File: src/rtl/pipe_pkg.sv
// ============================================================================
// Module   : pipe_pkg
// Purpose  : Shared constants and the EX/MEM payload type for pipeline registers.
// Revision : 1.0 - initial release
// ============================================================================
`default_nettype none

package pipe_pkg;

    // Control-field bit positions
    localparam int CTRL_BRANCH   = 0;
    localparam int CTRL_ZERO     = 1;
    localparam int CTRL_MEMREAD  = 2;
    localparam int CTRL_MEMWRITE = 3;
    localparam int CTRL_MEMTOREG = 4;
    localparam int CTRL_REGWRITE = 5;

    localparam int EX_MEM_CTRL_W = 6;
    localparam int EX_MEM_DATA_W = 197;

    typedef struct packed {
        logic [63:0] adder_out_2;
        logic [63:0] result;
        logic [63:0] write_data;
        logic [4:0]  rd;
    } ex_mem_payload_t;

    // True when an entry with this control would change architectural state.
    function automatic logic ctrl_has_side_effect(input logic [EX_MEM_CTRL_W-1:0] ctrl);
        return ctrl[CTRL_MEMWRITE] | ctrl[CTRL_REGWRITE];
    endfunction

endpackage

`default_nettype wire

File: src/rtl/pipe_slot.sv
// ============================================================================
// Module   : pipe_slot
// Purpose  : One elastic register slot (valid/ctrl/data) with flush; optional
//            skid entry selected by macro PIPE_SKID_EN.
// Revision : 1.0 - initial release
// ============================================================================
`default_nettype none

module pipe_slot
    import pipe_pkg::*;
#(
    parameter int CTRL_W = EX_MEM_CTRL_W,
    parameter int DATA_W = EX_MEM_DATA_W
) (
    input  logic              clk,
    input  logic              reset,
    input  logic              flush,
    input  logic              in_valid,
    output logic              in_ready,
    input  logic [CTRL_W-1:0] in_ctrl,
    input  logic [DATA_W-1:0] in_data,
    output logic              out_valid,
    input  logic              out_ready,
    output logic [CTRL_W-1:0] out_ctrl,
    output logic [DATA_W-1:0] out_data
);

    logic              valid;
    logic [CTRL_W-1:0] ctrl;
    logic [DATA_W-1:0] data;

    assign out_valid = valid;
    assign out_ctrl  = ctrl;
    assign out_data  = data;

`ifdef PIPE_SKID_EN
    logic              skid_valid;
    logic [CTRL_W-1:0] skid_ctrl;
    logic [DATA_W-1:0] skid_data;
    logic              load;

    // Main register refills whenever it is empty or its entry leaves.
    assign load     = !valid || out_ready;
    assign in_ready = !skid_valid;

    always_ff @(posedge clk or posedge reset) begin
        if (reset) begin
            valid      <= 1'b0;
            ctrl       <= '0;
            data       <= '0;
            skid_valid <= 1'b0;
            skid_ctrl  <= '0;
            skid_data  <= '0;
        end else if (flush) begin
            valid      <= 1'b0;
            ctrl       <= '0;
            skid_valid <= 1'b0;
            skid_ctrl  <= '0;
        end else if (load) begin
            if (skid_valid) begin
                valid      <= 1'b1;
                ctrl       <= skid_ctrl;
                data       <= skid_data;
                skid_valid <= 1'b0;
                skid_ctrl  <= '0;
            end else begin
                valid <= in_valid;
                ctrl  <= in_valid ? in_ctrl : '0;
                if (in_valid) begin
                    data <= in_data;
                end
            end
        end else if (in_valid && !skid_valid) begin
            // Main is stalled: park the incoming entry so in_ready stays registered.
            skid_valid <= 1'b1;
            skid_ctrl  <= in_ctrl;
            skid_data  <= in_data;
        end
    end
`else
    assign in_ready = !valid || out_ready;

    always_ff @(posedge clk or posedge reset) begin
        if (reset) begin
            valid <= 1'b0;
            ctrl  <= '0;
            data  <= '0;
        end else if (flush) begin
            valid <= 1'b0;
            ctrl  <= '0;
        end else if (in_ready) begin
            valid <= in_valid;
            ctrl  <= in_valid ? in_ctrl : '0;
            if (in_valid) begin
                data <= in_data;
            end
        end
    end
`endif

endmodule

`default_nettype wire

File: src/rtl/pipe_stage_reg.sv
// ============================================================================
// Module   : pipe_stage_reg
// Purpose  : Elastic STAGES-deep pipeline register with stall, flush and
//            occupancy; macro PIPE_SKID_EN adds a skid entry per slot.
// Revision : 1.0 - initial release
// ============================================================================
`default_nettype none

module pipe_stage_reg
    import pipe_pkg::*;
#(
    parameter int CTRL_W = EX_MEM_CTRL_W,
    parameter int DATA_W = EX_MEM_DATA_W,
    parameter int STAGES = 1
) (
    input  logic                             clk,
    input  logic                             reset,
    input  logic                             flush,
    input  logic                             in_valid,
    output logic                             in_ready,
    input  logic [CTRL_W-1:0]                in_ctrl,
    input  logic [DATA_W-1:0]                in_data,
    output logic                             out_valid,
    input  logic                             out_ready,
    output logic [CTRL_W-1:0]                out_ctrl,
    output logic [DATA_W-1:0]                out_data,
    output logic [$clog2(2*STAGES+1)-1:0]    occupancy
);

    localparam int OCC_W = $clog2(2*STAGES+1);

    // Index k is the boundary feeding slot k; index STAGES is the block output.
    logic [STAGES:0]             vld;
    logic [STAGES:0]             rdy;
    logic [STAGES:0][CTRL_W-1:0] ctl;
    logic [STAGES:0][DATA_W-1:0] dat;

    assign vld[0]      = in_valid;
    assign ctl[0]      = in_ctrl;
    assign dat[0]      = in_data;
    assign rdy[STAGES] = out_ready;

    generate
        for (genvar k = 0; k < STAGES; k++) begin : g_slot
            pipe_slot #(
                .CTRL_W (CTRL_W),
                .DATA_W (DATA_W)
            ) u_slot (
                .clk       (clk),
                .reset     (reset),
                .flush     (flush),
                .in_valid  (vld[k]),
                .in_ready  (rdy[k]),
                .in_ctrl   (ctl[k]),
                .in_data   (dat[k]),
                .out_valid (vld[k+1]),
                .out_ready (rdy[k+1]),
                .out_ctrl  (ctl[k+1]),
                .out_data  (dat[k+1])
            );
        end
    endgenerate

    assign in_ready  = rdy[0] & ~flush;
    assign out_valid = vld[STAGES];
    assign out_ctrl  = ctl[STAGES] & {CTRL_W{vld[STAGES]}};
    assign out_data  = dat[STAGES];

    logic in_xfer;
    logic out_xfer;

    assign in_xfer  = in_valid & in_ready;
    assign out_xfer = out_valid & out_ready;

    always_ff @(posedge clk or posedge reset) begin
        if (reset) begin
            occupancy <= '0;
        end else if (flush) begin
            occupancy <= '0;
        end else if (in_xfer && !out_xfer) begin
            occupancy <= occupancy + OCC_W'(1);
        end else if (out_xfer && !in_xfer) begin
            occupancy <= occupancy - OCC_W'(1);
        end
    end

endmodule

`default_nettype wire

File: config.mk
export PLATFORM = sky130hd
export DESIGN_NAME = pipe_stage_reg
export DESIGN_NICKNAME = d
export VERILOG_FILES = /design/src/rtl/pipe_pkg.sv /design/src/rtl/pipe_slot.sv /design/src/rtl/pipe_stage_reg.sv
export SDC_FILE = /design/constraint.sdc
export NUM_CORES = 1
export LEC_CHECK = 0
export ABC_AREA = 1
export CAP_MARGIN = 20
export CORE_AREA = 2 2 161 163
export DETAILED_ROUTE_END_ITERATION = 6
export DIE_AREA = 0 0 163 165
export DONT_BUFFER_PORTS = 1
export PLACE_DENSITY_LB_ADDON = 0.12
export REMOVE_ABC_BUFFERS = 1
export SETUP_SLACK_MARGIN = 0.3
export SYNTH_ARGS = -nofsm -noshare
export SYNTH_HDL_FRONTEND = slang
export SYNTH_HIERARCHICAL = 1
export SYNTH_SLANG_ARGS = --single-unit
File: constraint.sdc
create_clock -name clk -period 7.9 [get_ports clk]
set_input_delay 0.79 -clock clk [delete_from_list [all_inputs] [get_ports clk]]
set_output_delay 0.79 -clock clk [all_outputs]
set_load 0.05 [all_outputs]
==> reports/metrics.yaml, run 1 <==
n_antenna_cell: 0
initial_utilization: 0.331
synth-edff-count: 0
synth.top_cells.by_area: "dfrtp_1, nand2_1, nand3_1, buf_2, buf_4"
clkTransAtPathRegs_ns: 0.06
layout-drive-gt1-share: 0.0667
die_y_um: 165
numCtsBuffers: 25
io_pins: 415
critPathKind: "flop to primary output"
synth_cells: 927
maxCapViolCount: 0
via_count: 6177
viasPerCell: 4.97
clock.fmax_mhz: 283
clkSinkCount: 206
tightest_slew_ns: 1.20
synth_seq_cells: 206
ys_async_sr_fraction: 1.00
drv_slew: 0
die_x_um: 163
finalPower_mw: 3.34
hp-class: "input port to async pin"
yosysWarnings: 6
portBuffers: 0
clkLatencyLatePin_ns: 0.51
hold-worst-slack_ns: 0.210
h-tree-depth: 1
power.leakage_nw: 4.94
synthDistinctLibCells: 19
gp_congestion: 0.720
grt_pass1_wl_um: 36700
power_density_nw_per_um2: 357
finalWorstSetupSlack_ns: 4.37
postSynthAreaPerCell_um2: 8.95
grt-ovfl-total: 0
worstPathCellList: "nand2_8, inv_1, nor2_1"
drc: 0
cp.required_ns: 7.11
cts-root-buf: "clkbuf_16"
die_area_um2: 26900
irDropWorstVdd_mv: 0.153
cp_data_arrival_time_ns: 2.74
synth_top_cell_area_share: 0.622
startpoint_type: "flop"
drtPass1Iterations: 5
cpPeakStageDelay_ns: 0.76
syn_to_final_growth_pct: 12.7
wl_um: 24900
ctsResizeCount: 0
mostFrequentLayoutCell: "nand2_1"
yosysSeqAreaShare: 0.622
cts_buffer_depth: 3
grt_max_degree: 204
preCtsSetupSlack_ns: 4.39
synth_largest_area_cell: "dfrtp_1"
relSlewSlack: 0.199
final_nets: 1103
cp_max_fo: 87
timing.final.crit_period_ns: 3.53
drtIter0Drc: 604
place_inst: 1197
most-common-layout-cells: "nand2_1, dfrtp_1, nand3_1"
synth-main-ff-cell: "dfrtp_1"
rsz0062_at_grt: "no"
fin_crit_sh: 0.447
num_rows: 58
wl_per_cell_um: 20.0
antenna_found_initial: 0
cts_tree: "built"
cp-end-kind: "primary output"
fin_setup_tns_ns: 0
status: "finished, final reports clean"
postCtsSetupBuffers: 0
fp.coreArea_um2: 25000
path_delay_family: "simple AND/OR/NAND/NOR gates"
detail-route-antenna-nets: 0
setup_viol: 0
dpl_cell_area_um2: 8430
finalInstanceArea_um2: 9350
grt_pass1_vias: 6129
cpMaxStageDelayCell: "dfrtp_1"
postCtsHoldBufs: 1
finalNonFillerCells: 1244
hpwl_um: 15900
fin_worst_skew_ns: 0.00604
synthesis.area_um2: 8290
track_usage: 0.174
hold_violations: 0
fin_util: 0.373
crit_buf_inv: 1
[cell families (layout without fill, tap and decap cells)]
group	count (synthesis)	in the layout	share of synthesized area
xor+xnor	2	2	0.00211
compound gates	3	3	0.00226
flops	206	206	0.622
buf+inv	81	68	0.0498
simple gates	635	635	0.324
[final timing paths]
| check | startpoint | endpoint | slack (ns) | cells after the start |
|---|---|---|---|---|
| worst max-delay path | g_slot[0].u_slot/out_valid | in_ready | 4.37 | 3 |
| min in group clk | flush | g_slot[0].u_slot/out_valid | 0.33 | 1 |
| worst min register to register | g_slot[0].u_slot/out_ctrl[0] | g_slot[0].u_slot/out_ctrl[0] | 0.53 | 2 |
| worst min-delay path | reset | g_slot[0].u_slot/out_data[138] | 0.21 | 1 |
| worst max register to register | g_slot[0].u_slot/out_valid | g_slot[0].u_slot/out_data[95] | 4.37 | 5 |
| max in group asynchronous | reset | g_slot[0].u_slot/out_data[151] | 6.37 | 2 |
[layer usage]
| metal | global-route usage | vias up | wire length, um |
|---|---|---|---|
| met5 | 0 | - | 0 |
| met4 | 0.0660 | 0 | 816 |
| met3 | 0.0645 | 50 | 2800 |
| met2 | 0.291 | 293 | 11900 |
| met1 | 0.204 | 2931 | 9400 |
| li1 | - | 2903 | - |
[synth_stat cells, types with 2 or more instances]
cell type,n
nor2_1,3
nand2_4,2
a21oi_1,2
dfrtp_1,206
nand2_1,416
nand3_1,203
inv_2,3
nand4_1,7
nand2_2,2
inv_1,11
buf_4,16
clkbuf_1,12
buf_2,38
[sequential cells by signal, indices dropped and copies added (netlist names)]
signal                   flops
g_slot.u_slot/out_ctrl       6
g_slot.u_slot/out_data     197
g_slot.u_slot/out_valid      1
occupancy                    2
[worst register-to-register path, delay by kind of cell (launching register included)]
kind                   cells  cell delay (ns)
buffers and inverters      1             0.94
DFF                        1             1.00
and+or+nand+nor            4             1.52
[power breakdown]
group          switching [mW]  total (mW)  internal (mW)
clock network           0.453        1.24          0.791
registers               0.669        1.86           1.19
logic                   0.153       0.228         0.0748
[cell type report]
class	instances	area, um^2
fill	2627	15700
sequential	206	5150
multi-input combinational	640	2740
clock buffer	33	706
tap	330	413
clock inverter	13	198
timing repair buffer	7	67.6
inverter	15	65.1
(Power assumes the default switching activity.)
==> run 2, diff against run 1 <==
==> constraint.sdc (replaced) <==
create_clock -name clk -period 3.35 [get_ports clk]
set_input_delay 0.335 -clock clk [delete_from_list [all_inputs] [get_ports clk]]
set_output_delay 0.335 -clock clk [all_outputs]
set_load 0.05 [all_outputs]
==> run 2 against run 1 <==
Against the previous run: via count increased by 12%; combinational power grew to 3.3 times the previous value; total power rose by 130%; wire length increased by 3.7%; critical path type is now flop to flop.
==> reports/metrics.yaml, run 2 (synthesized netlist as in run 1, its figures left out) <==
grt-ovfl-total: 0  # unchanged
maxCapViolCount: 0  # unchanged
tightest_slew_ns: 0.945  # -0.256 ns
critPathKind: "flop to flop"
cp-end-kind: "flop"
drc: 0  # unchanged
dpl_cell_area_um2: 8490  # +0.68%
clkSinkCount: 206  # unchanged
clkLatencyLatePin_ns: 0.50  # about the same
power.leakage_nw: 5.70  # +15%
fin_crit_sh: 0.709
mostFrequentLayoutCell: "nand2_1"
grt_pass1_vias: 7048  # +15%
power_density_nw_per_um2: 672  # +88%
setup_viol: 0  # unchanged
rsz0062_at_grt: "no"
io_pins: 415  # unchanged
gp_congestion: 0.727  # +1.0%
drv_slew: 0  # unchanged
numCtsBuffers: 23  # -8.0%
status: "finished, final reports clean"
cp.required_ns: 3.78  # -3.33 ns
syn_to_final_growth_pct: 35.1
clkTransAtPathRegs_ns: 0.06  # about the same
detail-route-antenna-nets: 0  # unchanged
most-common-layout-cells: "nand2_1, dfrtp_1, nand3_1"
relSlewSlack: 0.370  # +0.171
fin_util: 0.447  # +0.0741
portBuffers: 0  # unchanged
wl_um: 25800  # +3.7%
p_sw_frac: 0.394  # +0.0117
cts_tree: "built"
cp_max_fo: 113  # +30%
power_frac_comb: 0.101  # +0.033
track_usage: 0.181  # +0.00697
startpoint_type: "flop"
final_nets: 1308  # +19%
cts_buffer_depth: 3  # unchanged
grt_max_degree: 204  # unchanged
path_delay_family: "simple AND/OR/NAND/NOR gates"
grt_pass1_wl_um: 38900  # +6.0%
num_rows: 58  # unchanged
hp-class: "input port to flop"
cp_data_arrival_time_ns: 2.81  # +0.07 ns
irDropWorstVdd_mv: 0.352  # +130%
timing.final.crit_period_ns: 2.38
n_antenna_cell: 0  # unchanged
finalPower_mw: 7.52  # +130%
fin_worst_skew_ns: 0.00747  # +0.00143 ns
cpPeakStageDelay_ns: 0.63  # -0.13 ns
wl_per_cell_um: 17.9  # -10%
hold_violations: 0  # unchanged
worstPathCellList: "buf_4, nand2_8, nand2_8, buf_4, nand2_1, nand2_1"
crit_buf_inv: 2  # +1
h-tree-depth: 1  # unchanged
cpMaxStageDelayCell: "nand2_8"
cts-root-buf: "clkbuf_16"
layout-drive-gt1-share: 0.0487  # -0.0180
clock.fmax_mhz: 421
fp.coreArea_um2: 25000  # unchanged
p_int_mw: 4.56  # +120%
die_y_um: 165  # unchanged
p_switching_mw: 2.96  # +130%
fin_setup_tns_ns: 0  # unchanged
postCtsSetupBuffers: 0  # unchanged
viasPerCell: 4.82  # -2.8%
antenna_found_initial: 0  # unchanged
pwr-share-seq: 0.584  # +0.025
via_count: 6943  # +12%
finalInstanceArea_um2: 11200  # +20%
drtPass1Iterations: 4  # -1
power.share.clock: 0.315  # -0.058
drtIter0Drc: 455  # -25%
die_x_um: 163  # unchanged
hpwl_um: 15900  # -0.48%
die_area_um2: 26900  # unchanged
largest_reg_flops: 197  # unchanged
initial_utilization: 0.331  # unchanged
run 2: changes by cell type in the layout (fill, tap and decap cells not counted):
cell / previous run / this run
buf_12: 1 / 2
buf_4: 5 / 10
bufinv_16: 5 / 1
clkbuf_1: 3 / 4
clkbuf_16: 25 / 23
clkbuf_8: 5 / 4
clkinv_2: 7 / 2
clkinvlp_4: 0 / 1
dlygate4sd3_1: 1 / 202
inv_6: 2 / 0
run 2: final timing paths:
| path | from | to | slack [ns] | cells past startpoint |
|---|---|---|---|---|
| max in group asynchronous | reset | g_slot[0].u_slot/out_data[64] | 2.00 | 3 |
| worst min register to register | g_slot[0].u_slot/out_ctrl[0] | g_slot[0].u_slot/out_ctrl[0] | 0.54 | 2 |
| worst min-delay path | in_data[104] | g_slot[0].u_slot/out_data[104] | 0.02 | 2 |
| worst max register to register | g_slot[0].u_slot/out_valid | g_slot[0].u_slot/out_data[176] | 0.97 | 6 |
| worst max-delay path | g_slot[0].u_slot/out_valid | g_slot[0].u_slot/out_data[176] | 0.97 | 6 |
| min in group asynchronous | reset | occupancy[1] | 0.25 | 2 |
run 2: what timing repair did:
action / in CTS / in global routing
hold buffers: 202 / 0
hold endpoints to repair: 307 / 0
resized for setup: 0 / 0
run 2: area by class of cell:
type,count,area [um^2]
Timing Repair Buffer,214,2140
Clock buffer,31,646
Inverter,15,65.1
Sequential cell,206,5150
Tap cell,330,413
Fill cell,2467,13800
Multi-Input combinational cell,640,2740
Clock inverter,3,42.5
run 2: power groups by stage:
stage	Sequential (mW)	Combinational, mW	Clock (mW)
after floorplan	4.32	0.436	0
after global placement	4.45	0.546	0
after detailed placement	4.44	0.568	0
after CTS	4.39	0.765	2.47
after global routing	4.43	0.875	2.58
final	4.39	0.759	2.37
run 2: routing by layer:
layer	vias to the layer above	global-route usage	wire length (um)
met5	-	0	0
met4	0	0.0644	818
met3	50	0.0575	2560
met2	317	0.310	12400
met1	3270	0.214	9980
li1	3306	-	-
run 2: stage by stage:
step / setup WS, ns / std cells / hold WS [ns]
after CTS: 0.980 / 1439 / 0.0109
after global routing: 0.783 / 1439 / 0.00181
final: 0.974 / 1439 / 0.0245
after floorplan: -2.55 / 861 / 0.0762
after detailed placement: 1.00 / 1203 / 0.0829
after global placement: 1.01 / 1203 / 0.0836
